--- src/rtl/tocador_nota.sv ---
// Note player: alternates NOTE/PAUSE phases while conta is held, pulsing muda_nota
// at each phase end and driving a square wave at the latched note's pitch during NOTE.
module tocador_nota #(
    parameter int T_NOTA  = 25_000_000,
    parameter int T_PAUSA = 5_000_000,
    parameter int T_W     = 25,
    parameter int ESCALA  = 0
) (
    input  logic       clock,
    input  logic       reset,
    input  logic       zera,
    input  logic       conta,
    input  logic       som,
    input  logic [3:0] nota,
    output logic       buzzer,
    output logic       muda_nota,
    output logic       ocupado,
    output logic [3:0] nota_atual,
    output logic [1:0] db_estado
);

    typedef enum logic [1:0] {
        OCIOSO = 2'b00,
        NOTA   = 2'b01,
        PAUSA  = 2'b10
    } estado_t;

    localparam logic [T_W-1:0] T_NOTA_FIM  = T_W'(T_NOTA - 1);
    localparam logic [T_W-1:0] T_PAUSA_FIM = T_W'(T_PAUSA - 1);

    // Scaled tone half-period for a note code, never below one cycle.
    function automatic logic [16:0] meio_periodo(input logic [3:0] codigo);
        logic [16:0] h;
        case (codigo)
            4'd1:    h = 17'd95420;
            4'd2:    h = 17'd85034;
            4'd3:    h = 17'd75758;
            4'd4:    h = 17'd71633;
            4'd5:    h = 17'd63776;
            4'd6:    h = 17'd56818;
            4'd7:    h = 17'd50607;
            default: h = 17'd1;
        endcase
        h = h >> ESCALA;
        if (h == 17'd0) begin
            h = 17'd1;
        end else begin
            h = h;
        end
        return h;
    endfunction

    function automatic logic nota_valida(input logic [3:0] codigo);
        return (codigo >= 4'd1) && (codigo <= 4'd7);
    endfunction

    estado_t        estado_q, estado_d;
    logic [T_W-1:0] t_q, t_d;
    logic [16:0]    div_q, div_d;
    logic           tom_q, tom_d;
    logic [3:0]     nota_q, nota_d;
    logic           muda_q, muda_d;
    logic           buzzer_q, buzzer_d;
    logic [16:0]    div_fim_s;

    assign div_fim_s = meio_periodo(nota_q) - 17'd1;

    // Next-state, phase timing and tone divider; zera overrides everything.
    always_comb begin
        estado_d = estado_q;
        t_d      = t_q;
        div_d    = div_q;
        tom_d    = tom_q;
        nota_d   = nota_q;
        muda_d   = 1'b0;
        if (zera) begin
            estado_d = OCIOSO;
            t_d      = '0;
            div_d    = 17'd0;
            tom_d    = 1'b0;
            nota_d   = 4'd0;
        end else begin
            case (estado_q)
                OCIOSO: begin
                    if (conta) begin
                        estado_d = NOTA;
                        nota_d   = nota;
                        t_d      = '0;
                        div_d    = 17'd0;
                        tom_d    = 1'b0;
                    end else begin
                        estado_d = OCIOSO;
                    end
                end
                NOTA: begin
                    if (!conta) begin
                        estado_d = NOTA;
                    end else if (t_q == T_NOTA_FIM) begin
                        estado_d = PAUSA;
                        t_d      = '0;
                        div_d    = 17'd0;
                        tom_d    = 1'b0;
                        muda_d   = 1'b1;
                    end else begin
                        t_d = t_q + T_W'(1);
                        if (div_q == div_fim_s) begin
                            div_d = 17'd0;
                            tom_d = ~tom_q;
                        end else begin
                            div_d = div_q + 17'd1;
                        end
                    end
                end
                PAUSA: begin
                    if (!conta) begin
                        estado_d = PAUSA;
                    end else if (t_q == T_PAUSA_FIM) begin
                        estado_d = NOTA;
                        nota_d   = nota;
                        t_d      = '0;
                        div_d    = 17'd0;
                        tom_d    = 1'b0;
                        muda_d   = 1'b1;
                    end else begin
                        t_d = t_q + T_W'(1);
                    end
                end
                default: begin
                    estado_d = OCIOSO;
                    t_d      = '0;
                    div_d    = 17'd0;
                    tom_d    = 1'b0;
                    nota_d   = 4'd0;
                end
            endcase
        end
        buzzer_d = tom_d & som & (estado_d == NOTA) & conta & nota_valida(nota_d);
    end

    // State and output registers.
    always_ff @(posedge clock or negedge reset) begin
        if (!reset) begin
            estado_q <= OCIOSO;
            t_q      <= '0;
            div_q    <= 17'd0;
            tom_q    <= 1'b0;
            nota_q   <= 4'd0;
            muda_q   <= 1'b0;
            buzzer_q <= 1'b0;
        end else begin
            estado_q <= estado_d;
            t_q      <= t_d;
            div_q    <= div_d;
            tom_q    <= tom_d;
            nota_q   <= nota_d;
            muda_q   <= muda_d;
            buzzer_q <= buzzer_d;
        end
    end

    assign buzzer     = buzzer_q;
    assign muda_nota  = muda_q;
    assign ocupado    = (estado_q != OCIOSO);
    assign nota_atual = nota_q;
    assign db_estado  = estado_q;

endmodule

--- config.mk ---
export PLATFORM = sky130hd
export DESIGN_NAME = tocador_nota
export DESIGN_NICKNAME = d
export VERILOG_FILES = /design/src/rtl/tocador_nota.sv
export SDC_FILE = /design/constraint.sdc
export NUM_CORES = 1
export LEC_CHECK = 0
export ABC_CLOCK_PERIOD_IN_PS = 4590
export CORE_MARGIN = 5
export CORE_UTILIZATION = 50
export CTS_CLUSTER_SIZE = 40
export DETAILED_ROUTE_END_ITERATION = 12
export GPL_ROUTABILITY_DRIVEN = 0
export PLACE_DENSITY_LB_ADDON = 0.1
export SYNTH_ARGS = -nofsm -noshare
export SYNTH_HDL_FRONTEND = slang
export SYNTH_SLANG_ARGS = --single-unit
export TNS_END_PERCENT = 5
--- constraint.sdc ---
create_clock -name clock -period 4.59 [get_ports clock]
set_input_delay 0.918 -clock clock [delete_from_list [all_inputs] [get_ports clock]]
set_output_delay 0.918 -clock clock [all_outputs]
set_load 0.1 [all_outputs]
==> impl_metrics.yaml <==
logic_synthesis:
  synthFlopType: "dfrtp_1"
  synth_warnings: 0
  synthCells: 432
  postSynthAreaPerCell_um2: 8.34
  async_reset_ff_share_pct: 100
  yosys.area.top_type_share_pct: 35.4
  synth_seq_cells: 51
  yosys.area.top_type: "dfrtp_1"
  ys_types: 65
  syn_nets: 448
  synth-edff-count: 0
  synth.area.top_cells: "dfrtp_1, nand2_1, nor2_1, o21ai_0, a21oi_1"
  yosysSeqAreaShare_pct: 35.4
  syn_area_mm2: 0.00360
worst_hold_path:
  min_to: "t_q[1]"
  hold_path.class: "reg2reg"
  min_path_cells: 2
  min-delay-start: "t_q[1]"
timing:
  slew_headroom_pct: 35.3
  rsz0062_at_grt: "false"
  finalCriticalPeriod_ns: 3.70
  post-route-period-util_pct: 80.5
  fin_skew_ns: 0.0168
  tightest_slew_ns: 0.967
  fin_ws_ns: 0.894
  timing.setup.tns_ns: 0
  final_hold_viol_count: 0
  fmax_mhz: 271
  slew_viol_final: 0
  finalSetupViolations: 0
flow_run:
  maxCapViolations: 0
cts:
  cts_max_level: 2
  cts_num_sinks: 51
  cts_buffer_depth: 2
  cts_tree: "yes"
  cts_root_buffer: "clkbuf_8"
  hold_buffers: 0
  cts_resized: 0
  post-cts-setup-buffer-count: 0
  insertion_delay_ns: 0.31
  cts_made_buffers: 5
  clk_pin_slew_ns: 0.10
pwr:
  p_total_uw: 966
  power_density_mw_per_mm2: 249
  ir_drop_v: 0.000123
  leakagePower_uw: 0.00154
run_status:
  status: "complete, no violations"
layout:
  layout_common_cells: "dfrtp_1, nand2_1, nor2_1, o21ai_0, a21oi_1"
  nets: 450
  num_antenna_cells: 0
  syn2layout_area_growth_pct: 7.78
  layout_commonest_cell: "dfrtp_1"
  drive_gt1_share_pct: 7.59
worst_setup_path:
  cp_top_family: "compound AO/OA/AOI/OAI gates"
  crit_chain: "o21bai_1 -> a31oi_1 -> ha_1 -> nor4_1 -> a211oi_1 -> xnor2_1 -> o311ai_0 -> nor4_4 -> a21oi_4 -> nand2b_1 -> o311ai_1"
  worst-path-buf-inv: 0
  required_ns: 4.78
  critPathLaunchType: "flip-flop"
  rrSetupSlack_ns: 0.89
  cp-startpoint: "nota_atual[0]"
  path_max_fanout: 22
  cp_slowest_cell: "dfrtp_1"
  cp-end-kind: "flip-flop"
  reg2reg_from: "nota_atual[0]"
  worstSetupPathType: "reg2reg"
  r2r-end: "div_q[13]"
  reg2regPathDepth: 11
  critPathMaxStageDelay_ns: 0.78
  cp_data_arrival_time_ns: 3.88
global_route:
  gr-total-overflow: 0
  grt_pass1_wl_um: 14900
  track_usage_pct: 21.0
  grt_max_degree: 52
  antenna_found_initial: 0
  grt_pass1_vias: 3089
route:
  drt_iter0_markers: 155
  ant_nets: 0
  wl_per_cell_um: 16.2
  wirelength_um: 8640
  drtPass1Iterations: 5
  via_count: 3197
  drcViolationCount: 0
  viasPerCell: 5.99
placed_design:
  place_ws_ns: 0.915
  post-dp-hpwl_um: 6180
  placement.io_buffers: 17
floorplan:
  initial_utilization_pct: 50.5
  fp.dieW_um: 94.9
  die_h_um: 94.9
  rows: 31
  io_pins: 18
  die_area_mm2: 0.00900
  coreArea_mm2: 0.00714
state kept, by name, summed over array words and instances (netlist names):
| signal | count |
|---|---|
| buzzer | 1 |
| db_estado | 2 |
| muda_nota | 1 |
| div_q | 17 |
| nota_atual | 4 |
| t_q | 25 |
| tom_q | 1 |
logic make-up after synthesis:
kind of cell	synth area share [%]
flops	35.4
mux	1.94
buf+inv	5.31
compound gates	21.3
simple gates	28.3
xor+xnor	5.35
fa+ha+maj	2.43
layer usage:
metal	part of all wire, %	global-route usage (%)	vias to the layer above	routed length [µm]
li1	-	-	1579	-
met1	44	26.9	1533	3790
met2	50	35.4	66	4360
met3	2.9	3.27	19	252
met4	2.8	8.53	0	244
met5	0	0	-	0
Yosys cell counts (3+ instances only):
master,count
dfrtp_1,51
nand2_1,50
nor2_1,41
o21ai_0,23
a21oi_1,22
nand3_1,20
inv_1,15
clkbuf_1,13
nand4_1,12
xor2_1,12
a31oi_1,10
xnor2_1,10
buf_2,9
nor3_1,9
or3_1,9
and3_1,8
nor4_1,8
a211oi_1,7
ha_1,7
nand2b_1,6
nor2b_1,6
o31ai_1,6
a21o_1,4
and2_1,4
mux2_2,4
a22o_1,3
buf_6,3
o211ai_1,3
o21a_1,3
o21bai_1,3
o2bb2ai_1,3
o31a_1,3
or2_2,3
where the power goes:
part	total (µW)	leakage (µW)	switching (µW)	internal, µW
Combinational	213	0.000776	138	75.4
Clock	283	0.0000516	159	124
Sequential	470	0.000709	16.7	453
per-stage QoR:
| step | hold WS (ns) | area, µm² | instances | utilization (%) |
|---|---|---|---|---|
| final | 0.539 | 3880 | 534 | 54.4 |
| after CTS | 0.533 | 3880 | 534 | 54.4 |
| after global placement | 0.488 | 3790 | 526 | 53.1 |
| after floorplan | 0.476 | 3600 | 432 | - |
| after global routing | 0.576 | 3880 | 534 | 54.4 |
| after detailed placement | 0.509 | 3790 | 526 | 53.1 |
final cells by class:
type / instances / area, µm²
Fill cell: 683 / 3250
Timing Repair Buffer: 21 / 195
Inverter: 15 / 56.3
Clock inverter: 2 / 13.8
Sequential cell: 51 / 1280
Clock buffer: 6 / 82.6
Multi-Input combinational cell: 340 / 2130
Tap cell: 99 / 124
tightest hold or removal path, cell delays in order, from the launching register on:
cell,delay (ns)
dfrtp_1,0.38
nand2_1,0.06
o21ai_0,0.07
worst max-delay path by stage:
stage | to | cells after the start
2_1_floorplan | div_q[10] | 13
3_3_place_gp | div_q[13] | 11
3_5_place_dp | div_q[13] | 11
4_1_cts | div_q[13] | 11
5_1_grt | div_q[13] | 11
6_report | div_q[13] | 11
No activity file was read; power rests on OpenSTA's default activity.
